`config.mk`:
```
export PLATFORM = sky130hd
export DESIGN_NAME = pipe_hazard_ctrl
export DESIGN_NICKNAME = d
export VERILOG_FILES = /design/src/rtl/pipe_ctrl_pkg.sv /design/src/rtl/hazard_detect.sv /design/src/rtl/pipe_hazard_ctrl.sv
export SDC_FILE = /design/constraint.sdc
export NUM_CORES = 1
export LEC_CHECK = 0
export ABC_CLOCK_PERIOD_IN_PS = 7200
export CAP_MARGIN = 30
export CORE_MARGIN = 2
export CORE_UTILIZATION = 40
export DETAILED_ROUTE_END_ITERATION = 10
export GPL_TIMING_DRIVEN = 0
export HOLD_SLACK_MARGIN = 0.06
export PLACE_DENSITY = 0.78
export RECOVER_POWER = 100
export SLEW_MARGIN = 20
export SYNTH_ARGS = -nofsm -noshare
export SYNTH_HDL_FRONTEND = slang
export SYNTH_SLANG_ARGS = --single-unit
```
`constraint.sdc`:
```
create_clock -name clk -period 7.2 [get_ports clk]
set_clock_uncertainty 0.15 [all_clocks]
set_input_delay 1.44 -clock clk [delete_from_list [all_inputs] [get_ports clk]]
set_output_delay 1.44 -clock clk [all_outputs]
set_load 0.02 [all_outputs]
```
`src/rtl/pipe_ctrl_pkg.sv`:
```
// Shared definitions for the pipeline hazard controller.
//   mem_state_e : SRAM handshake FSM encoding (RUN / MEM_WAIT / ERR)
//   FWD_*       : operand-select encoding for fwd_sel1/fwd_sel2
//   fwd_pick    : forwarding-source priority helper
package pipe_ctrl_pkg;

  typedef enum logic [1:0] {
    RUN      = 2'd0,
    MEM_WAIT = 2'd1,
    ERR      = 2'd2
  } mem_state_e;

  localparam logic [1:0] FWD_REG = 2'd0;
  localparam logic [1:0] FWD_MEM = 2'd1;
  localparam logic [1:0] FWD_WB  = 2'd2;

  // The younger result (MEM stage) wins over the older one (WB stage).
  function automatic logic [1:0] fwd_pick(input logic mem_hit, input logic wb_hit);
    if (mem_hit)     return FWD_MEM;
    else if (wb_hit) return FWD_WB;
    else             return FWD_REG;
  endfunction

endpackage

```
`src/rtl/hazard_detect.sv`:
```
// Combinational RAW hazard / forwarding decode for the instruction in ID.
// Build option: FORWARDING_EN
//   undefined : stall on any EXE/MEM destination match, no forwarding
//   defined   : stall only on load-use in EXE, produce operand selects
// Ports:
//   i_src1/i_src2, i_two_src, i_id_valid : ID instruction operands
//   i_exe_*, i_mem_*, (i_wb_*)           : downstream writers
//   o_hazard                             : ID must stall
//   o_fwd_sel1/o_fwd_sel2                : operand source select
module hazard_detect
  import pipe_ctrl_pkg::*;
#(
  parameter int AW = 4
) (
  input  logic [AW-1:0] i_src1,
  input  logic [AW-1:0] i_src2,
  input  logic          i_two_src,
  input  logic          i_id_valid,
  input  logic          i_exe_wb_en,
  input  logic [AW-1:0] i_exe_dest,
  input  logic          i_mem_wb_en,
  input  logic [AW-1:0] i_mem_dest,
`ifdef FORWARDING_EN
  input  logic          i_exe_mem_r_en,
  input  logic          i_wb_wb_en,
  input  logic [AW-1:0] i_wb_dest,
`endif
  output logic          o_hazard,
  output logic [1:0]    o_fwd_sel1,
  output logic [1:0]    o_fwd_sel2
);

  logic w_exe_s1, w_exe_s2, w_mem_s1, w_mem_s2;

  assign w_exe_s1 = i_exe_wb_en & (i_exe_dest == i_src1);
  assign w_exe_s2 = i_exe_wb_en & (i_exe_dest == i_src2);
  assign w_mem_s1 = i_mem_wb_en & (i_mem_dest == i_src1);
  assign w_mem_s2 = i_mem_wb_en & (i_mem_dest == i_src2);

`ifdef FORWARDING_EN
  logic w_wb_s1, w_wb_s2;

  assign w_wb_s1 = i_wb_wb_en & (i_wb_dest == i_src1);
  assign w_wb_s2 = i_wb_wb_en & (i_wb_dest == i_src2);

  // Only a load in EXE cannot be forwarded in time.
  assign o_hazard   = i_id_valid & i_exe_mem_r_en & (w_exe_s1 | (i_two_src & w_exe_s2));
  assign o_fwd_sel1 = fwd_pick(w_mem_s1, w_wb_s1);
  assign o_fwd_sel2 = fwd_pick(w_mem_s2, w_wb_s2);
`else
  // WB is never checked: the regfile writes on negedge, so ID reads the new value.
  assign o_hazard   = i_id_valid & (w_exe_s1 | w_mem_s1 | (i_two_src & (w_exe_s2 | w_mem_s2)));
  assign o_fwd_sel1 = FWD_REG;
  assign o_fwd_sel2 = FWD_REG;
`endif

endmodule

```
`src/rtl/pipe_hazard_ctrl.sv`:
```
// Central pipeline controller for the 5-stage core: RAW stall, branch
// squash, SRAM-wait freeze, stall-cycle counter and sticky SRAM timeout.
// Build option: FORWARDING_EN (adds wb_wb_en/wb_dest, load-use-only stall,
// live fwd_sel outputs).
// Parameters:
//   ADDRESS_LEN_REG_FILE : register index width
//   MEM_TIMEOUT          : max freeze cycles before ERR (must be >= 2)
//   STALL_CNT_W          : stall counter width
// Ports:
//   clk, rst (async active low)
//   src1/src2/two_src/id_valid      : ID instruction
//   exe_*, mem_*, (wb_*)            : downstream stage info
//   mem_req/mem_ready               : SRAM handshake of the MEM stage
//   branch_taken                    : taken branch resolved in EXE
//   clr_stats                       : clears stall_cnt and mem_err
//   freeze_if/flush_if/flush_id     : front-end controls
//   freeze_all                      : hold every stage register
//   fwd_sel1/fwd_sel2               : operand selects
//   stall_cnt/mem_err               : debug status
module pipe_hazard_ctrl
  import pipe_ctrl_pkg::*;
#(
  parameter int ADDRESS_LEN_REG_FILE = 4,
  parameter int MEM_TIMEOUT          = 64,
  parameter int STALL_CNT_W          = 16
) (
  input  logic                            clk,
  input  logic                            rst,
  input  logic [ADDRESS_LEN_REG_FILE-1:0] src1,
  input  logic [ADDRESS_LEN_REG_FILE-1:0] src2,
  input  logic                            two_src,
  input  logic                            id_valid,
  input  logic                            exe_wb_en,
  input  logic                            exe_mem_r_en,
  input  logic [ADDRESS_LEN_REG_FILE-1:0] exe_dest,
  input  logic                            mem_wb_en,
  input  logic [ADDRESS_LEN_REG_FILE-1:0] mem_dest,
`ifdef FORWARDING_EN
  input  logic                            wb_wb_en,
  input  logic [ADDRESS_LEN_REG_FILE-1:0] wb_dest,
`endif
  input  logic                            mem_req,
  input  logic                            mem_ready,
  input  logic                            branch_taken,
  input  logic                            clr_stats,
  output logic                            freeze_if,
  output logic                            flush_if,
  output logic                            flush_id,
  output logic                            freeze_all,
  output logic [1:0]                      fwd_sel1,
  output logic [1:0]                      fwd_sel2,
  output logic [STALL_CNT_W-1:0]          stall_cnt,
  output logic                            mem_err
);

  localparam int                WCNT_W    = $clog2(MEM_TIMEOUT + 1);
  localparam logic [WCNT_W-1:0] WCNT_LAST = WCNT_W'(MEM_TIMEOUT - 1);

  mem_state_e             r_state, w_state_nxt;
  logic [WCNT_W-1:0]      r_wcnt, w_wcnt_nxt;
  logic                   w_freeze_raw, w_err_set;
  logic                   w_hazard, w_stall_evt;
  logic [1:0]             w_fwd1, w_fwd2;
  logic [STALL_CNT_W-1:0] r_stall_cnt;
  logic                   r_mem_err;

  // ---------------- hazard decode ----------------
  hazard_detect #(.AW(ADDRESS_LEN_REG_FILE)) u_hzd (
    .i_src1         (src1),
    .i_src2         (src2),
    .i_two_src      (two_src),
    .i_id_valid     (id_valid),
    .i_exe_wb_en    (exe_wb_en),
    .i_exe_dest     (exe_dest),
    .i_mem_wb_en    (mem_wb_en),
    .i_mem_dest     (mem_dest),
`ifdef FORWARDING_EN
    .i_exe_mem_r_en (exe_mem_r_en),
    .i_wb_wb_en     (wb_wb_en),
    .i_wb_dest      (wb_dest),
`endif
    .o_hazard       (w_hazard),
    .o_fwd_sel1     (w_fwd1),
    .o_fwd_sel2     (w_fwd2)
  );

`ifndef FORWARDING_EN
  // The load flag only matters for load-use detection with forwarding.
  logic w_unused;
  assign w_unused = exe_mem_r_en;
`endif

  // ---------------- SRAM wait FSM ----------------
  always_ff @(posedge clk or negedge rst) begin
    if (!rst) begin
      r_state <= RUN;
      r_wcnt  <= '0;
    end else begin
      r_state <= w_state_nxt;
      r_wcnt  <= w_wcnt_nxt;
    end
  end

  always_comb begin
    w_state_nxt  = r_state;
    w_wcnt_nxt   = r_wcnt;
    w_freeze_raw = 1'b0;
    w_err_set    = 1'b0;
    case (r_state)
      RUN: begin
        if (mem_req && !mem_ready) begin
          w_freeze_raw = 1'b1;
          w_state_nxt  = MEM_WAIT;
          w_wcnt_nxt   = WCNT_W'(1);
        end
      end
      MEM_WAIT: begin
        w_freeze_raw = ~mem_ready;
        if (mem_ready) begin
          w_state_nxt = RUN;
        end else if (r_wcnt == WCNT_LAST) begin
          w_state_nxt = ERR;
          w_err_set   = 1'b1;
        end else begin
          w_wcnt_nxt = r_wcnt + WCNT_W'(1);
        end
      end
      // One unfrozen cycle lets the pipeline drain before retrying.
      ERR:     w_state_nxt = RUN;
      default: w_state_nxt = RUN;
    endcase
  end

  // ---------------- control priority ----------------
  // Outputs are gated by rst so the combinational paths also read 0 in reset.
  always_comb begin
    freeze_if  = 1'b0;
    flush_if   = 1'b0;
    flush_id   = 1'b0;
    freeze_all = 1'b0;
    fwd_sel1   = FWD_REG;
    fwd_sel2   = FWD_REG;
    if (rst) begin
      fwd_sel1 = w_fwd1;
      fwd_sel2 = w_fwd2;
      if (w_freeze_raw) begin
        // EXE is held, so a pending branch is re-presented after the wait.
        freeze_all = 1'b1;
      end else if (branch_taken) begin
        flush_if = 1'b1;
        flush_id = 1'b1;
      end else if (w_hazard) begin
        freeze_if = 1'b1;
        flush_id  = 1'b1;
      end
    end
  end

  // ---------------- debug counters ----------------
  assign w_stall_evt = w_freeze_raw | (w_hazard & ~branch_taken);

  always_ff @(posedge clk or negedge rst) begin
    if (!rst) begin
      r_stall_cnt <= '0;
      r_mem_err   <= 1'b0;
    end else if (clr_stats) begin
      r_stall_cnt <= '0;
      r_mem_err   <= 1'b0;
    end else begin
      if (w_stall_evt && (r_stall_cnt != '1))
        r_stall_cnt <= r_stall_cnt + STALL_CNT_W'(1);
      if (w_err_set)
        r_mem_err <= 1'b1;
    end
  end

  assign stall_cnt = r_stall_cnt;
  assign mem_err   = r_mem_err;

endmodule

```
### Yosys cells after proc, flatten, opt, wreduce, memory -nomap -nowiden

Index checks and enable logic that the tools add are counted.

| word-level totals | value |
|---|---|
| register bits after elaboration | 26 |
| input port bits | 27 |
| output and inout bits | 25 |
| word-level logic and storage cells | 68 |

| cells by class | value |
|---|---|
| add/subtract/negate cells | 2 |
| equality and inequality tests | 11 |
| muxes and demuxes | 29 |
| bitwise logic cells | 13 |
| reductions and logical operators | 9 |

Operator list:

| kind | count |
|---|---|
| $mux 16 | 2 |
| $mux 7 | 3 |
| $mux 1 | 18 |
| $add 16x1->16 const B | 1 |
| $eq 4x4->1 | 4 |
| $ne 16x16->1 const B | 1 |
| $pmux 7 s2 | 1 |
| $add 7x1->7 const B | 1 |
| $and 1x1->1 | 7 |
| $eq 7x6->1 const B | 1 |
| $mux 2 | 3 |
| $ne 2x2->1 const B | 3 |
| $reduce_bool 2->1 | 3 |
| $or 1x1->1 | 4 |
| $pmux 2 s2 | 1 |
| $reduce_and 4->1 | 1 |
| $ne 3x3->1 const B | 1 |
| $eq 2x1->1 const B | 1 |
| $logic_and 1x1->1 | 2 |
| $logic_not 2->1 | 1 |
| $not 1->1 | 2 |
| $pmux 1 s2 | 1 |
| $reduce_and 2->1 | 1 |
| $logic_not 1->1 | 1 |

### Depth between registers and ports, before layout

Gate-level depths: netlist of run 1.

| depth | value |
|---|---|
| word-level depth | 11 |
| depth in mapped cells | 9 |
| depth with buffers taken out | 8 |

### Cells and area by module

Synthesis of run 1 repeated with hierarchy kept, for this count alone.

| second synthesis, totals | value |
|---|---|
| cells, all modules | 188 |
| area total of the unflattened synthesis | 1739.2 sq um |

Modules (own cells, without submodules):

| module | times used | cells each | area each (sq um) | sequential area each (sq um) |
|---|---|---|---|---|
| pipe_hazard_ctrl | 1 | 158 | 1511.4 | 650.6 |
| hazard_detect | 1 | 30 | 227.7 | 0.0 |

### Least setup slack after synthesis of run 1

No wires, ideal clock.

| path | value |
|---|---|
| path kind | input to output |
| from | input port src1[2] |
| to | output port freeze_if |
| arrival time | 2.514 ns |
| required time | 5.610 ns |
| path slack | 3.096 ns |
| stages | 6 |
| path buffers | 0 |
| cells stage by stage | xor2_1 > nor3_1 > nand3_1 > o21ai_0 > o21bai_1 > nor2_1 |

| between the ends | value |
|---|---|
| longest elaborated chain between the ends | 9 |
| elaborated cells between the ends (all ways) | 11 |
| those cells by class | eq/ne: 2; mux: 4; bitwise: 5 |

Ends and longest elaborated chain:

| item | RTL line | source |
|---|---|---|
| start: declaration | pipe_hazard_ctrl.sv:29 | `input logic [ADDRESS_LEN_REG_FILE-1:0] src1,` |
| $eq 4x4->1, on equally long branches | hazard_detect.sv:35, hazard_detect.sv:37 |  |
| $and 1x1->1, on equally long branches | hazard_detect.sv:35, hazard_detect.sv:37 |  |
| $or 1x1->1 (*) (2 in a row) | hazard_detect.sv:52 | `assign o_hazard = i_id_valid & (w_exe_s1 \| w_mem_s1 \| (i_two_src & (w_exe_s2 \| w_mem_s2)));` |
| $and 1x1->1 (*) | hazard_detect.sv:52 |  |
| $mux 1 (*) | pipe_hazard_ctrl.sv:152 | `end else if (w_hazard) begin` |
| $mux 1 (*) | pipe_hazard_ctrl.sv:149 | `end else if (branch_taken) begin` |
| $mux 1 (*) | pipe_hazard_ctrl.sv:146 | `if (w_freeze_raw) begin` |
| $mux 1 (*) | pipe_hazard_ctrl.sv:143 | `if (rst) begin` |
| end: declaration | pipe_hazard_ctrl.sv:46 | `output logic freeze_if,` |

Mark *: on every way between the ends. The rest lies on a longest branch, timed or not.

### Worst setup path in the final report of run 1

| path | value |
|---|---|
| from | input port src1[0] |
| to | output port freeze_if |

The elaborated chain is that of the path after synthesis.

==> summary.txt, run 1 <==
STA
  – Worst-Margin Slew: approximately 1.5 ns
  – Slew margin rel.: -0.00418
  – Final setup vio count: 0
  – Setup_tns: 0 ns
  – Fin. max-slew vios: 28
  – Tmin final: approximately 5.3 ns
  – Final hold vios: 0
  – RSZ-0062 raised after global routing: no
  – Fmax: between 150 and 200 MHz
  – Final critical-path share of the clock period: 0.733

Worst setup path
  – FF-to-FF setup slack: around 4.2 ns
  – CP Launch Point: src1[0]
  – Depth of the most critical reg-to-reg path: 9
  – Reg2Reg Capture Point: stall_cnt[12]
  – CP required: between 5 and 6 ns
  – Crit path capture type: output port
  – Critical Path AT: 3.69 ns
  – CP Class: in -> out
  – CP Capture Point: freeze_if
  – Critical R2R Launch: stall_cnt[0]
  – Worst setup SP type: input pin
  – Worst Path Max Fanout: 8

Clock network
  – CTS resizes: 0
  – Clock-pin slew on the worst setup and hold paths: around 0.090 ns
  – Later-pin clock latency in the skew report: 0.28 ns
  – Setup Fix Bufs, Post-CTS: 0
  – # clock sinks: 26
  – Num CTS Buffers: 3
  – CTS max path bufs: 2
  – TritonCTS clock tree: built
  – H-tree depth: 1
  – Hold_buf cts: 0
  – CTS root buffer: clkbuf_8

Synth
  – Yosys top cell area share: 0.364
  – Syn Area/Cell: between 9 and 10 um2
  – Area contributors post-synth: dfrtp_1 36%, nor2_1 5.5%, xor2_1 5.4%, mux2_4 5.0%, xnor2_1 4.9%
  – Post-Syn Instances: approximately 190
  – Post-Synth Simple-Gate Area: 0.250
  – Compound-gate portion of the synthesized area: 0.117
  – XOR/XNOR Fraction of Synth Area: 0.103
  – Synthesis warning total: 0
  – Cell taking the most area after synthesis: dfrtp_1
  – EDFF count, synth: 0
  – Post-synth design cell area: about 0.0018 mm2
  – Main combinational cell family by area after synthesis: simple AND/OR/NAND/NOR gates
  – Multiplexer area fraction after synthesis: 0.100
  – FF+latch count, synth: 26
  – Top post-synthesis cells by count: 26 x dfrtp_1, 26 x nor2_1, 13 x nor2b_1
  – Post-synthesis cell type count: 39
  – Post-synthesis adder-cell area fraction: 0.0140
  – Sequential area share after synthesis: 0.364
  – Ys flop type: dfrtp_1
  – FFs w/ async S/R, synth: 1.00

Cells and area
  – Final Core Density: 0.545
  – Area growth syn-to-layout: 31.7%
  – Layout filler cell count: 412
  – Register area: around 650 um2
  – Multi-input gate area: around 0.0010 mm2
  – Share of cells above drive strength 1: 0.105
  – # nets final: approximately 280
  – N_diodes: 0

Floorplanning
  – Core ar.: between 0.004 and 0.005 mm2
  – Die Wd: 70.9 um
  – Top Ports: between 50 and 60
  – Die area: between 0.005 and 0.006 mm2
  – Num rows: 24
  – Initial Utilization: 0.414
  – Die H: 70.9 um

Detailed routing
  – Drt via density: between 5 and 6
  – Average wire per standard cell: 13.8 um
  – Vias: 1,535
  – Drt pass-1 iters: 4
  – Antenna Nets Post-Route: 0
  – DRC: 0
  – Initial DRC count: between 100 and 150
  – Post-Route WL: 4140 um

Flow run
  – Max cap viols: 1

Placed design
  – Number of port buffers: 46
  – Gpl congestion: ~0.8
  – Final HPWL DP: 3050 um

Global route
  – Global-route wire length before repair: 6950 um
  – Initial antenna violation count: 0
  – Global route total overflow: 0
  – Pin count of the biggest net entering global routing: 29
  – Vias in the first global route: about 1,500
  – All-Layer GR Usage: 0.170

Power
  – VDD IR-drop max: about 0.072 mV
  – Lkg Pwr: 1.04 nW
  – Cell Pwr Density: 146 mW/mm2

Outcome
  – Outcome: finished, violations left
  – Failing checks: max-capacitance violations, max-slew violations

Worst hold path
  – Hold Crit Class: reg -> reg
area by class of cell:
cell class | count | share of cell area
sequential | 26 | 0.276
inverter | 6 | 0.00955
clock buffer | 3 | 0.0175
timing repair buffer | 46 | 0.193
buffer | 10 | 0.0255
multi-input combinational | 155 | 0.438
clock inverter | 1 | 0.0127
tap | 52 | 0.0276
worst max-delay path: stages:
cell           delay, ns
dlygate4sd3_1       0.58
xnor2_1             0.18
nand3_1             0.10
o21ai_0             0.31
o21bai_1            0.25
nor2_1              0.13
dlygate4sd3_1       0.69
worst min-delay path by stage:
stage	start	endpoint	slack [ns]	cells after the start
floorplan	r_wcnt[5]	r_wcnt[5]	0.35	2
global placement	mem_err	mem_err	0.35	2
detailed placement	mem_err	mem_err	0.38	2
CTS	mem_err	mem_err	0.41	2
global route	mem_err	mem_err	0.43	2
finish	mem_err	mem_err	0.38	2
through the flow:
stage	hold WS, ns	setup slack (ns)	instances	power [W]	cell area, um2
2_1_floorplan	0.354	3.10	197	0.000196	1800
3_3_place_gp	0.352	1.74	295	0.000226	2330
3_5_place_dp	0.385	1.99	295	0.000227	2320
4_1_cts	0.406	1.99	299	0.000349	2390
5_1_grt	0.426	1.68	299	0.000361	2360
6_report	0.378	1.92	299	0.000345	2360
state kept, by name, summed over array words and instances, names as in the netlist:
name       cells
mem_err        1
r_state        2
r_wcnt         7
stall_cnt     16
power breakdown:
group	internal (W)	leakage, nW	switching [W]	total, W
logic	0.0000312	0.651	0.0000314	0.0000626
registers	0.000152	0.355	0.00000700	0.000159
clock network	0.0000744	0.0357	0.0000491	0.000124
total	0.000257	1.04	0.0000875	0.000345
kinds of logic after synthesis:
group           Yosys count
simple gates             84
compound gates           30
flops                    26
xor+xnor                 21
buf+inv                  16
mux                      14
fa+ha+maj                 2
other cells               1
per-layer routing:
layer | track usage | part of all wire | up-vias
li1 | - | - | 768
met4 | 0.0461 | 0.012 | 0
met3 | 0.0128 | 0.030 | 10
met1 | 0.246 | 0.48 | 716
met5 | 0 | 0 | -
met2 | 0.275 | 0.47 | 41
layout by cell type, fill, tap and decap left out, drive strengths merged, types with 2 or more instances in the layout:
| master | netlist | layout |
|---|---|---|
| clkdlybuf4s50 | 0 | 21 |
| nand3 | 12 | 12 |
| or2 | 4 | 4 |
| xor2 | 11 | 11 |
| clkbuf | 4 | 9 |
| conb | 1 | 4 |
| xnor2 | 10 | 10 |
| inv | 6 | 6 |
| dlygate4sd3 | 0 | 24 |
| dfrtp | 26 | 26 |
| or3 | 3 | 3 |
| mux2 | 13 | 13 |
| a2111oi | 3 | 3 |
| o21bai | 2 | 2 |
| ha | 2 | 2 |
| a211oi | 3 | 3 |
| nor2b | 13 | 13 |
| a21oi | 13 | 13 |
| nor3 | 2 | 2 |
| nand4 | 7 | 7 |
| nor2 | 26 | 26 |
| o21ai | 6 | 6 |
| nand2 | 11 | 11 |
| buf | 6 | 5 |
(Power assumes the default switching activity.)
==> run 2, diff against run 1 <==
--- a/config.mk
+++ b/config.mk
@@ -5,7 +5,7 @@
 export SDC_FILE = /design/constraint.sdc
 export NUM_CORES = 1
 export LEC_CHECK = 0
-export ABC_CLOCK_PERIOD_IN_PS = 7200
+export ABC_CLOCK_PERIOD_IN_PS = 4900
 export CAP_MARGIN = 30
 export CORE_MARGIN = 2
 export CORE_UTILIZATION = 40
==> constraint.sdc (replaced) <==
create_clock -name clk -period 4.9 [get_ports clk]
set_clock_uncertainty 0.15 [all_clocks]
set_input_delay 0.98 -clock clk [delete_from_list [all_inputs] [get_ports clk]]
set_output_delay 0.98 -clock clk [all_outputs]
set_load 0.02 [all_outputs]
==> results of run 2 <==
The final DEF is identical to that of run 1. Status: finished, violations left: max-capacitance violations, max-slew violations.
Among the figures that moved: setup slack after placement 1.99 ns -> 0.611 ns; setup slack after layout 1.92 ns -> 0.541 ns; register-to-register setup slack 4.20 ns -> 1.90 ns; total power 0.000345 W -> 0.000507 W; worst IR drop on VDD 0.0715 mV -> 0.105 mV
